===== config.mk =====
export PLATFORM = sky130hd
export DESIGN_NAME = alu_writeback_stage
export DESIGN_NICKNAME = d
export VERILOG_FILES = /design/src/rtl/cpu_pkg.sv /design/src/rtl/cond_check.sv /design/src/rtl/alu_writeback_stage.sv
export SDC_FILE = /design/constraint.sdc
export NUM_CORES = 1
export LEC_CHECK = 0
export BUFFER_PORTS_ARGS = -buffer_cell sky130_fd_sc_hd__buf_2
export CAP_MARGIN = 30
export CORE_AREA = 2 2 91 128
export CTS_CLUSTER_SIZE = 28
export DETAILED_ROUTE_END_ITERATION = 8
export DIE_AREA = 0 0 93 130
export MAX_ROUTING_LAYER = met4
export PLACE_DENSITY = 0.79
export SLEW_MARGIN = 20
export SYNTH_ARGS = -nofsm -noshare
export SYNTH_HDL_FRONTEND = slang
export SYNTH_SLANG_ARGS = --single-unit

===== constraint.sdc =====
create_clock -name clk -period 4.1 [get_ports clk]
set_clock_uncertainty 0.2 [all_clocks]
set_input_delay 0.205 -clock clk [delete_from_list [all_inputs] [get_ports clk]]
set_output_delay 0.205 -clock clk [all_outputs]
set_load 0.1 [all_outputs]

===== src/rtl/cpu_pkg.sv =====
// Shared CPU definitions: opcodes, condition codes and NZCV flag bit positions.
package cpu_pkg;

    // ALU opcodes; 0000..1010 produce a register result
    localparam logic [3:0] OP_ADD = 4'b0000;
    localparam logic [3:0] OP_SUB = 4'b0001;
    localparam logic [3:0] OP_AND = 4'b0010;
    localparam logic [3:0] OP_ORR = 4'b0011;
    localparam logic [3:0] OP_EOR = 4'b0100;
    localparam logic [3:0] OP_LSL = 4'b0101;
    localparam logic [3:0] OP_LSR = 4'b0110;
    localparam logic [3:0] OP_ASR = 4'b0111;
    localparam logic [3:0] OP_MUL = 4'b1000;
    localparam logic [3:0] OP_MOV = 4'b1001;
    localparam logic [3:0] OP_NOT = 4'b1010;
    localparam logic [3:0] OP_CMP = 4'b1011;
    localparam logic [3:0] OP_NOP = 4'b1111;

    // Condition codes
    localparam logic [3:0] COND_EQ = 4'b0000;
    localparam logic [3:0] COND_NE = 4'b0001;
    localparam logic [3:0] COND_CS = 4'b0010;
    localparam logic [3:0] COND_CC = 4'b0011;
    localparam logic [3:0] COND_MI = 4'b0100;
    localparam logic [3:0] COND_PL = 4'b0101;
    localparam logic [3:0] COND_VS = 4'b0110;
    localparam logic [3:0] COND_VC = 4'b0111;
    localparam logic [3:0] COND_HI = 4'b1000;
    localparam logic [3:0] COND_LS = 4'b1001;
    localparam logic [3:0] COND_GE = 4'b1010;
    localparam logic [3:0] COND_LT = 4'b1011;
    localparam logic [3:0] COND_GT = 4'b1100;
    localparam logic [3:0] COND_LE = 4'b1101;
    localparam logic [3:0] COND_AL = 4'b1110;
    localparam logic [3:0] COND_NV = 4'b1111;

    // Bit positions inside the {N,Z,C,V} flag nibble
    localparam int FLAG_N = 3;
    localparam int FLAG_Z = 2;
    localparam int FLAG_C = 1;
    localparam int FLAG_V = 0;

    // True for opcodes whose ALU result is defined and written to the register file
    function automatic logic op_writes(input logic [3:0] op);
        return (op <= OP_NOT);
    endfunction

endpackage


===== src/rtl/cond_check.sv =====
// Combinational condition-code evaluator against an NZCV flag nibble.
module cond_check
    import cpu_pkg::*;
(
    input  logic [3:0] cond,
    input  logic [3:0] flags,
    output logic       pass
);

    logic n;
    logic z;
    logic c;
    logic v;

    assign n = flags[FLAG_N];
    assign z = flags[FLAG_Z];
    assign c = flags[FLAG_C];
    assign v = flags[FLAG_V];

    // Full 16-entry decode of the condition field
    always_comb begin
        pass = 1'b0;
        case (cond)
            COND_EQ: pass = z;
            COND_NE: pass = !z;
            COND_CS: pass = c;
            COND_CC: pass = !c;
            COND_MI: pass = n;
            COND_PL: pass = !n;
            COND_VS: pass = v;
            COND_VC: pass = !v;
            COND_HI: pass = c && !z;
            COND_LS: pass = !c || z;
            COND_GE: pass = (n == v);
            COND_LT: pass = (n != v);
            COND_GT: pass = !z && (n == v);
            COND_LE: pass = z || (n != v);
            COND_AL: pass = 1'b1;
            COND_NV: pass = 1'b0;
            default: pass = 1'b0;
        endcase
    end

endmodule


===== src/rtl/alu_writeback_stage.sv =====
// Write-back stage after the ALU: condition check, NZCV commit, one-entry
// valid/ready output register toward the register file, debug counters.
module alu_writeback_stage
    import cpu_pkg::*;
#(
    parameter int DATA_W     = 32,
    parameter int REG_ADDR_W = 4,
    parameter int CNT_W      = 32
) (
    input  logic                  clk,
    input  logic                  rst_n,
    input  logic                  in_valid,
    output logic                  in_ready,
    input  logic [3:0]            in_op_code,
    input  logic [REG_ADDR_W-1:0] in_dest,
    input  logic [DATA_W-1:0]     in_result,
    input  logic [3:0]            in_flags,
    input  logic [3:0]            in_cond,
    input  logic                  in_s,
    input  logic                  flush,
    output logic                  out_valid,
    input  logic                  out_ready,
    output logic                  wb_en,
    output logic [REG_ADDR_W-1:0] wb_addr,
    output logic [DATA_W-1:0]     wb_data,
    output logic [3:0]            status_flags,
    output logic [CNT_W-1:0]      retired_cnt,
    output logic [CNT_W-1:0]      skipped_cnt
);

    logic                  valid_q;
    logic                  wen_q;
    logic [REG_ADDR_W-1:0] addr_q;
    logic [DATA_W-1:0]     data_q;
    logic [3:0]            flags_q;
    logic [CNT_W-1:0]      retired_q;
    logic [CNT_W-1:0]      skipped_q;

    logic cond_pass;
    logic accept;
    logic writes;
    logic flag_update;

    // Condition is judged against the flags as they stand before this bundle
    cond_check u_cond_check (
        .cond  (in_cond),
        .flags (flags_q),
        .pass  (cond_pass)
    );

    assign in_ready    = !valid_q || out_ready;
    assign accept      = in_valid && in_ready && !flush;
    assign writes      = cond_pass && op_writes(in_op_code);
    assign flag_update = cond_pass && (in_s || (in_op_code == OP_CMP));

    // Output register: flush wins, then load on accept, else drain on out_ready
    always_ff @(posedge clk or negedge rst_n) begin
        if (!rst_n) begin
            valid_q <= 1'b0;
            wen_q   <= 1'b0;
            addr_q  <= '0;
            data_q  <= '0;
        end else if (flush) begin
            valid_q <= 1'b0;
            wen_q   <= 1'b0;
        end else if (accept) begin
            valid_q <= 1'b1;
            wen_q   <= writes;
            addr_q  <= in_dest;
            // Non-writing ops may carry an undefined result; keep it off the data bus
            data_q  <= writes ? in_result : '0;
        end else if (out_ready) begin
            valid_q <= 1'b0;
            wen_q   <= 1'b0;
        end
    end

    // Architectural NZCV: committed on the accepting edge so the next bundle sees it
    always_ff @(posedge clk or negedge rst_n) begin
        if (!rst_n) begin
            flags_q <= 4'b0000;
        end else if (accept && flag_update) begin
            flags_q <= in_flags;
        end
    end

    // Debug counters: every accepted bundle bumps exactly one of them, wrapping
    always_ff @(posedge clk or negedge rst_n) begin
        if (!rst_n) begin
            retired_q <= '0;
            skipped_q <= '0;
        end else if (accept) begin
            if (cond_pass) begin
                retired_q <= retired_q + CNT_W'(1);
            end else begin
                skipped_q <= skipped_q + CNT_W'(1);
            end
        end
    end

    assign out_valid    = valid_q;
    assign wb_en        = wen_q && valid_q;
    assign wb_addr      = addr_q;
    assign wb_data      = data_q;
    assign status_flags = flags_q;
    assign retired_cnt  = retired_q;
    assign skipped_cnt  = skipped_q;

endmodule


==> impl_metrics.yaml, run 1 <==
yosys:
  syn_inst: 400
  synth_edf_count: 0
  ys_warn_count: 0
  ys_seq_area_share_pct: 56.16
  ys.flop_type: "dfrtp_1"
  synth_area_sq_um: 4723
  syn_nets: 456
  syn_area_per_cell_sq_um: 11.81
  ys_seq_elements: 106
  synth_cell_types: 42
  postSynth.asyncResetShare_pct: 100.0
global_routing:
  grt_pass1_vias: 3976
  grt.met1_usage_pct: 25.00
  grt_usage_pct: 20.86
  busiest_layer: "met2"
  grt.overflow.total: 0
  met3_usage_pct: 5.196
  grtUsageMet2_pct: 33.72
  grt_pass1_wl_mm: 19.42
  grt_max_degree: 73
  antenna_found_initial: 0
routing:
  viasPerCell: 5.145
  vias: 3874
  wl_per_cell_microns: 15.83
  wirelength_mm: 11.92
  drt_pass1_iterations: 4
  drt_drc_violations_left: 0
  ant_nets: 0
  drt_iter0_drc: 199
timing:
  final_hold_viol_count: 0
  tightestPinTransition_ns: 0.7827
  setup_tns_ns: 0
  fin_crit_sh_pct: 71.21
  slew_headroom_pct: 47.82
  fin_crit_ns: 2.920
  rsz0062_at_grt: "no"
  maxSlewViolCount: 0
  fmax_ghz: 0.3425
  setup_violations: 0
place:
  dp_hpwl_mm: 8.219
  gp_congestion: 0.8147
  io_buffers: 160
  dp_cells: 692
clocking:
  cts_buffers: 9
  clockBufferDepth: 2
  htree_levels: 3
  insertion_delay_ns: 0.35
  cts_tree: "built"
  cts-resized-gates: 0
  root_buffer: "clkbuf_16"
  path_clk_slew_ns: 0.08
  post_cts_buffers: 0
  cts_sinks: 106
floorplan:
  chipHeight_microns: 130
  die_area_sq_um: 12090
  io_pins: 161
  dieWidth_microns: 93
  fp-row-count: 46
  core_sq_um: 11050
  start_util_pct: 42.74
pwr:
  powerDensity_nw_per_um2: 575.2
  ir_drop_uv: 532.9
  leakage_uw: 0.003326
worst_setup_path:
  cp_max_fo: 12
  cp-start-kind: "flip-flop"
  path_class: "reg -> reg"
  end_kind: "flip-flop"
  worstSetupStartpoint: "status_flags[0]$_DFFE_PN0P_"
  timing.rr.start: "status_flags[0]$_DFFE_PN0P_"
  cp.required_ns: 4.14
  arrival_ns: 2.96
final_layout:
  num-fill-cells: 926
  fin_nets: 660
  drive_above_1_share_pct: 34.32
  num_antenna_cells: 0
  areaGrowthSynthToFinish_pct: 36.03
  fin_cells: 753
min_path:
  hold_path.class: "in -> async"
flow_run:
  cap_violations: 0
run_status:
  outcome: "finished, final reports clean"
stage by stage:
step	setup WS (ns)	hold slack, ns	power (uW)	instance area, sq um	utilization, %
3_5_place_dp	1.208	0.1990	2784	5644	51.08
2_1_floorplan	0.5182	-0.2906	2504	4723	-
6_report	1.180	0.09277	3695	6425	58.14
5_1_grt	0.8975	0.1360	3838	6425	58.14
3_3_place_gp	1.315	0.1813	2758	5644	51.08
4_1_cts	1.199	0.1221	3713	6397	57.89
worst max-delay path: stages, from the launching register on:
cell and delay [ns]:
dfrtp_1 0.41, xnor2_1 0.32, and3_1 0.20, a311oi_1 0.06, o31ai_1 0.26, nand4b_1 0.52, or4_4 0.70, xnor2_2 0.14
report_power, final:
group	total, uW	internal, uW	switching, uW
registers	1310	1180	132
clock network	894	498	396
logic	1490	281	1210
repair_timing:
item | in CTS | in global routing
setup endpoints to repair | 0 | 0
hold endpoints to repair | 113 | 0
hold buffers | 44 | 0
metal layers:
metal	part of all wire [%]	wire (microns)
met5	0	0
met4	2.3	276
met3	6.2	739
met2	52	6141
met1	40	4761
sequential cells by signal, indices dropped and copies added (netlist names):
register      count
wb_data          32
retired_cnt      32
wen_q             1
out_valid         1
status_flags      4
wb_addr           4
skipped_cnt      32
logic make-up (layout without fill, tap and decap cells):
logic type / count (synthesis) / in the layout / share of synthesized area [%]
AOI/OAI and AO/OA: 46 / 46 / 8.159
xor gates and xnor gates: 64 / 64 / 12.03
adders and majority gates: 2 / 2 / 0.5297
buffers and inverters: 29 / 238 / 2.993
DFF: 106 / 106 / 56.16
muxes: 11 / 11 / 2.596
and+or+nand+nor: 142 / 142 / 17.54
final cells by class:
| type | instances | area [sq um] | area share (%) |
|---|---|---|---|
| inverters | 13 | 48.80 | 0.7595 |
| clock buffers | 10 | 239.0 | 3.720 |
| multi-input cells | 265 | 1929 | 30.03 |
| flip-flops and latches | 106 | 2653 | 41.29 |
| repair buffers | 209 | 1301 | 20.25 |
| clock inverters | 6 | 73.82 | 1.149 |
| well taps | 144 | 180.2 | 2.804 |
final timing paths:
check                      cells after the start                          end  slack [ns]
setup reg to reg                               7  skipped_cnt[31]$_DFFE_PN0P_        1.18
setup / recovery                               7  skipped_cnt[31]$_DFFE_PN0P_        1.18
hold / removal                                 2       wb_data[9]$_DFFE_PN0P_        0.09
min in group clk                               5            wen_q$_DFFE_PN0P_        0.16
hold reg to reg                                1  retired_cnt[31]$_DFFE_PN0P_        0.28
max in group asynchronous                      4  status_flags[3]$_DFFE_PN0P_        2.55
cell usage in the layout, fill, tap and decap left out, drive strengths merged, types with 16 or more instances in the layout:
| cell | n |
|---|---|
| dlygate4sd3 | 44 |
| nand4 | 16 |
| dfrtp | 106 |
| xnor2 | 34 |
| buf | 165 |
| a22o | 32 |
| nand2 | 29 |
| nor2 | 18 |
| xor2 | 30 |
cells in the mapped netlist (3+ instances only):
| cell | instances | area, sq um |
|---|---|---|
| nor4_2 | 11 | 137.6 |
| a22o_1 | 32 | 280.3 |
| buf_6 | 3 | 33.78 |
| a21oi_1 | 3 | 15.01 |
| nand4_1 | 16 | 100.1 |
| dfrtp_1 | 106 | 2653 |
| clkbuf_1 | 5 | 18.77 |
| buf_2 | 8 | 40.04 |
| nor3_1 | 14 | 70.07 |
| xor2_1 | 30 | 262.8 |
| xnor2_1 | 33 | 289.0 |
| nand2_1 | 29 | 108.9 |
| nor2_1 | 18 | 67.56 |
| nand2b_1 | 8 | 50.05 |
| inv_1 | 13 | 48.80 |
| nand3_1 | 15 | 75.07 |
| and3_1 | 15 | 93.84 |
| mux2_2 | 10 | 112.6 |
Note: power is estimated with default switching activity, not from simulation.
==> run 2: changes to the inputs <==
Settings changed: ABC_AREA set to 1, CORE_AREA 2 2 91 128 to 2 2 102 144, DIE_AREA 0 0 93 130 to 0 0 104 146, PLACE_DENSITY 0.79 to 0.8.
Clock period 4.1 ns to 2.4 ns, I/O delays scaled along.
==> run 2 against run 1 <==
Compared with the run above:
- sequential share of layout area decreased by 7.0 points
- maximum frequency increased by 32%
- utilization decreased by 1.7 points
- synthesized cell count increased by 100%
==> impl_metrics.yaml, run 2 <==
yosys:
  syn_area_per_cell_sq_um: 7.424
  ys_seq_area_share_pct: 43.95
  synth_area_leaders: "dfrtp_1 44%, nand2_1 19%, inv_1 5.7%"
  ys_seq_elements: 106
  synth_area_sq_um: 6036
  yosys-top-cells-count: "300 x nand2_1, 106 x dfrtp_1, 92 x inv_1, 57 x nor2_1, 48 x nand3_1"
  syn_inst: 813
  synth_edf_count: 0
  synth.most_common_cell: "nand2_1"
  postSynth.asyncResetShare_pct: 100.0
  ys_warn_count: 0
  yosysTopAreaCellShare_pct: 43.95
  ys.flop_type: "dfrtp_1"
  yosysTopAreaCell: "dfrtp_1"
  syn_nets: 869
  synth_cell_types: 36
global_routing:
  grt.overflow.total: 0
  grt_max_degree: 54
  grt_usage_pct: 25.04
  antenna_found_initial: 2
  grt_pass1_vias: 6059
  grt_pass1_wl_mm: 29.72
timing:
  slew_headroom_pct: 51.57
  tightestPinTransition_ns: 0.7265
  final_hold_viol_count: 0
  setup_tns_ns: 0
  fin_crit_sh_pct: 92.36
  fin_crit_ns: 2.217
  rsz0062_at_grt: "yes"
  fmax_ghz: 0.4511
  setup_violations: 0
  maxSlewViolCount: 0
min_path:
  hold_path.class: "in -> reg"
clocking:
  cts-resized-gates: 0
  cts_sinks: 106
  cts_buffers: 9
  cts_tree: "built"
  root_buffer: "clkbuf_16"
  post_cts_buffers: 0
  path_clk_slew_ns: 0.08
  insertion_delay_ns: 0.35
  clockBufferDepth: 2
  htree_levels: 3
final_layout:
  final_cell_mix: "299 x nand2_1, 159 x buf_2, 93 x dfrtp_1"
  drive_above_1_share_pct: 21.60
  fin_nets: 1074
  final_core_util_pct: 56.49
  num-fill-cells: 1309
  mostFrequentLayoutCell: "nand2_1"
  seq_area_sq_um: 2669
  areaGrowthSynthToFinish_pct: 29.00
  multi_input_area_sq_um: 2882
worst_setup_path:
  reg2reg_depth: 9
  cp_max_fo: 16
  end_kind: "flip-flop"
  arrival_ns: 2.27
  worstSetupPathDepth: 9
  path_buf_inv: 0
  reg2reg_to: "wb_data[9]$_DFFE_PN0P_"
  crit_family: "simple AND/OR/NAND/NOR gates"
  cp-start-kind: "flip-flop"
  cpMostUsedCell: "nand2_1"
  crit_chain: "nor3_1, nand2_1, nand2_1, nand2_1, nand3_1, nand2_2, nand2_4, nand4_2, o21ai_0"
  worstSetupStartpoint: "status_flags[2]$_DFFE_PN0P_"
  r2r_slack_ns: 0.18
  max_stage_delay_ns: 0.41
  cp.required_ns: 2.45
  timing.rr.start: "status_flags[2]$_DFFE_PN0P_"
  crit_slowest_cell: "dfrtp_1"
  critPathCapture: "wb_data[9]$_DFFE_PN0P_"
  path_class: "reg -> reg"
routing:
  drt_pass1_iterations: 7
  wl_per_cell_microns: 15.44
  ant_nets: 0
  vias: 6063
  wirelength_mm: 18.69
  viasPerCell: 5.011
  drt_iter0_drc: 247
  drt_drc_violations_left: 0
floorplan:
  core_sq_um: 13780
  chipHeight_microns: 146
  fp-row-count: 51
  dieWidth_microns: 104
  die_area_sq_um: 15180
  start_util_pct: 43.79
  io_pins: 161
run_status:
  outcome: "finished, final reports clean"
pwr:
  ir_drop_uv: 797.4
  powerDensity_nw_per_um2: 1037
  leakage_uw: 0.004032
  power_uw: 8071
place:
  io_buffers: 160
  gp_congestion: 0.9043
  dp_hpwl_mm: 13.25
flow_run:
  cap_violations: 0
[run 2: changes by cell type in the layout (fill, tap and decap cells not counted), moves of 10 or more]
cell,delta
nand2_1,+270
inv_1,+79
o21ai_0,+41
nor2_1,+39
nand3_1,+33
a22o_1,-32
xnor2_1,-21
and3_1,-15
nor3_1,+14
dfrtp_1,-13
dfrtp_2,+13
o21ai_1,+13
nor4_2,-11
mux2_2,-10
[run 2: layout make-up]
type | instances | share of cell area (%)
clock buffer | 10 | 2.941
tap | 185 | 2.973
multi-input combinational | 591 | 37.01
antenna | 2 | 0.06428
clock inverter | 6 | 0.9320
timing repair buffer | 215 | 17.19
sequential | 106 | 34.28
inverter | 95 | 4.612
[run 2: kinds of logic after synthesis]
logic type | Yosys count | synth area share (%)
xor gates and xnor gates | 51 | 7.401
and+or+nand+nor | 470 | 33.52
DFF | 106 | 43.95
adders and majority gates | 2 | 0.4145
AOI/OAI and AO/OA | 67 | 6.074
buffers and inverters | 117 | 8.644
[run 2: worst min-delay path by stage]
stage	to	cells after the start	slack, ns	start
2_1_floorplan	out_valid$_DFFE_PN0P_	0	-0.38	rst_n
3_3_place_gp	status_flags[0]$_DFFE_PN0P_	1	0.02	rst_n
3_5_place_dp	status_flags[0]$_DFFE_PN0P_	1	0.02	rst_n
4_1_cts	status_flags[1]$_DFFE_PN0P_	4	0.04	in_s
5_1_grt	status_flags[1]$_DFFE_PN0P_	4	0.09	in_s
6_report	status_flags[1]$_DFFE_PN0P_	4	0.06	in_s
[run 2: where the power goes]
| part | switching [uW] | internal, uW | total (uW) |
|---|---|---|---|
| registers | 394 | 2130 | 2530 |
| logic | 3330 | 672 | 4000 |
| clock network | 716 | 827 | 1540 |
[run 2: tightest hold or removal path: cells and delay by family]
family	cells	cell delay [ns]
AOI/OAI and AO/OA	1	0.19
buffers and inverters	1	0.08
and+or+nand+nor	2	0.19
[run 2: layer usage]
metal / routed length (microns) / up-vias / global-route usage, %
li1: - / 2969 / -
met1: 7083 / 2795 / 26.70
met2: 9735 / 225 / 43.55
met3: 884 / 74 / 4.478
met4: 984 / 0 / 14.12
met5: 0 / - / -
[run 2: per-stage QoR]
stage,instance area [sq um],setup slack [ns],std cells,hold slack (ns)
2_1_floorplan,6060,0.01404,813,-0.3756
3_3_place_gp,7027,0.3263,1147,0.02173
3_5_place_dp,7027,0.2325,1147,0.02119
4_1_cts,7769,0.2227,1207,0.04203
5_1_grt,7786,-0.004827,1210,0.09322
6_report,7786,0.1834,1210,0.06046
[run 2: what timing repair did]
action | CTS | global route
hold buffers | 44 | 0
hold endpoints to repair | 91 | 0
endpoints found under the setup margin | 0 | 8
==> run 3: changes to the inputs <==
Settings changed: SETUP_SLACK_MARGIN set to 0.4.
==> run 3 against run 2 <==
Compared with the run above:
- routed wire length is 3.3% higher
- global-route usage is 0.50 points higher
- critical path depth is 3 higher
- power is 5.4% higher
- design area is 8.8% higher
- critical endpoint is now wb_data[31]$_DFFE_PN0P_
- via count is 4.7% higher
- maximum frequency is 11% higher
- sequential share of layout area is 1.7 points lower
- count of clock-buffer cells in the layout is 1 lower
- combinational power is 9.0% higher
- non-clock buffer count is 13 higher
==> impl_metrics.yaml, run 3 (synthesized netlist as in run 2, its figures left out) <==
timing:
  rsz0062_at_grt: "yes"
  final_hold_viol_count: 0
  fin_crit_sh_pct: 83.26
  slew_headroom_pct: 63.19
  fin_crit_ns: 1.998
  setup_tns_ns: 0
  fmax_ghz: 0.5005
  maxSlewViolCount: 0
  tightestPinTransition_ns: 0.5522
  setup_violations: 0
final_layout:
  final_core_util_pct: 61.47
  num-fill-cells: 1242
  final_cell_mix: "280 x nand2_1, 159 x buf_2, 85 x inv_1"
  fin_cells: 1231
  mostFrequentLayoutCell: "nand2_1"
  areaGrowthSynthToFinish_pct: 40.38
  drive_above_1_share_pct: 34.03
  fin_nets: 1097
  multi_input_area_sq_um: 3238
  seq_area_sq_um: 2764
  num_antenna_cells: 0
pwr:
  pwr-share-seq_pct: 31.3
  internal_power_uw: 3791
  p_comb_share_pct: 51.2
  leakage_uw: 0.004191
  power_uw: 8507
  switching_share_pct: 55.44
  ir_drop_uv: 551.9
  p_clk_share_pct: 17.5
  powerDensity_nw_per_um2: 1004
  p_sw_uw: 4716
routing:
  vias: 6349
  wl_per_cell_microns: 15.69
  drt_pass1_iterations: 5
  viasPerCell: 5.158
  wirelength_mm: 19.31
  drt_iter0_drc: 376
  ant_nets: 0
  drt_drc_violations_left: 0
global_routing:
  grt_usage_pct: 25.53
  grt_pass1_vias: 6245
  antenna_found_initial: 0
  grt_pass1_wl_mm: 30.57
  grt_max_degree: 66
  grt.overflow.total: 0
place:
  dp_hpwl_mm: 11.90
  dp_cells: 1142
  io_buffers: 160
  gp_congestion: 1.037
worst_setup_path:
  timing.rr.start: "status_flags[3]$_DFFE_PN0P_"
  crit_slowest_cell: "dfrtp_4"
  cp.required_ns: 2.47
  max_stage_delay_ns: 0.53
  path_buf_inv: 2
  arrival_ns: 2.07
  cp_max_fo: 8
  end_kind: "flip-flop"
  r2r_slack_ns: 0.40
  cp-start-kind: "flip-flop"
  path_class: "reg -> reg"
  reg2reg_depth: 12
  crit_chain: "inv_4, nand2_2, nand3_2, nand2_2, nand2_1, nand2_1, nand3_2, nand2_4, nand2_8, buf_4, nand4_4, o21ai_1"
  reg2reg_to: "wb_data[31]$_DFFE_PN0P_"
  crit_family: "simple AND/OR/NAND/NOR gates"
min_path:
  hold-path-cell-count: 4
  holdCritStartpoint: "in_s"
  worstHoldEndpoint: "status_flags[0]$_DFFE_PN0P_"
  hold_path.class: "in -> reg"
clocking:
  root_buffer: "clkbuf_16"
  cts_buffers: 9
  insertion_delay_ns: 0.35
  cts_tree: "built"
  cts_sinks: 106
  path_clk_slew_ns: 0.08
  clockBufferDepth: 2
  htree_levels: 3
floorplan:
  chipHeight_microns: 146
  dieWidth_microns: 104
  io_pins: 161
  die_area_sq_um: 15180
  fp-row-count: 51
  core_sq_um: 13780
  start_util_pct: 43.79
run_status:
  outcome: "finished, final reports clean"
flow_run:
  cap_violations: 0
-- run 3: cell types whose count changed in the layout (fill, tap and decap cells not counted), sizes merged, moves of 2 or more --
cell    delta
buf       +13
inv        +4
clkinv     +3
nand2      +3
diode      -2
-- run 3: area by class of cell --
type,instances,area share (%)
Sequential cell,106,32.62
Clock buffer,9,2.658
Multi-Input combinational cell,595,38.22
Timing Repair Buffer,228,17.53
Tap cell,185,2.732
Timing Repair inverter,6,0.9451
Clock inverter,7,0.8417
Inverter,95,4.460
-- run 3: layer usage --
layer	wire (microns)	part of all wire, %	vias up	global-route usage, %
met2	9956	52	262	44.28
li1	-	-	3026	-
met3	934	4.8	65	2.687
met4	930	4.8	0	13.31
met5	0	0	-	-
met1	7490	39	2996	29.00
-- run 3: how the worst max path moves through the flow --
stage                                            from                          end  slack [ns]  cells past startpoint
after floorplan           status_flags[0]$_DFFE_PN0P_  retired_cnt[20]$_DFFE_PN0P_        0.34                     14
after global placement    status_flags[0]$_DFFE_PN0P_      wb_data[28]$_DFFE_PN0P_        0.30                     11
after detailed placement  status_flags[0]$_DFFE_PN0P_       wb_data[9]$_DFFE_PN0P_        0.22                     11
after CTS                 status_flags[3]$_DFFE_PN0P_   retired_cnt[0]$_DFFE_PN0P_        0.37                     12
after global routing      status_flags[3]$_DFFE_PN0P_  retired_cnt[12]$_DFFE_PN0P_        0.27                     14
final                     status_flags[3]$_DFFE_PN0P_      wb_data[31]$_DFFE_PN0P_        0.40                     12
-- run 3: power groups by stage --
stage	clock, uW	sequential, uW	combinational, uW
after detailed placement	0	2660	3940
after floorplan	0	5000	890
after global routing	1590	2710	4560
after CTS	1500	2640	4120
after global placement	0	2640	3890
final	1490	2660	4360
-- run 3: timing repair --
action	4_1_cts	5_1_grt
buffers inserted	3	15
gates resized for setup	24	75
endpoints found under the setup margin	93	100
hold buffers	44	0
cloned	8	3
pin swaps	4	18
hold endpoints to repair	83	0
-- run 3: through the flow --
stage               area, sq um  worst slack, ns  hold WS [ns]
floorplan                  6259           0.3415       -0.3756
global placement           7194           0.3031      -0.05708
detailed placement         7194           0.2204      -0.05715
CTS                        8143           0.3744       0.05745
global route               8473           0.2749       0.08560
finish                     8473           0.4018       0.07028
-- run 3: worst reg2reg max path, cell delays in order (launching register included) --
cell	delay [ns]
dfrtp_4	0.53
inv_4	0.09
nand2_2	0.05
nand3_2	0.08
nand2_2	0.06
nand2_1	0.06
nand2_1	0.05
nand3_2	0.09
nand2_4	0.08
nand2_8	0.10
buf_4	0.16
nand4_4	0.17
o21ai_1	0.21
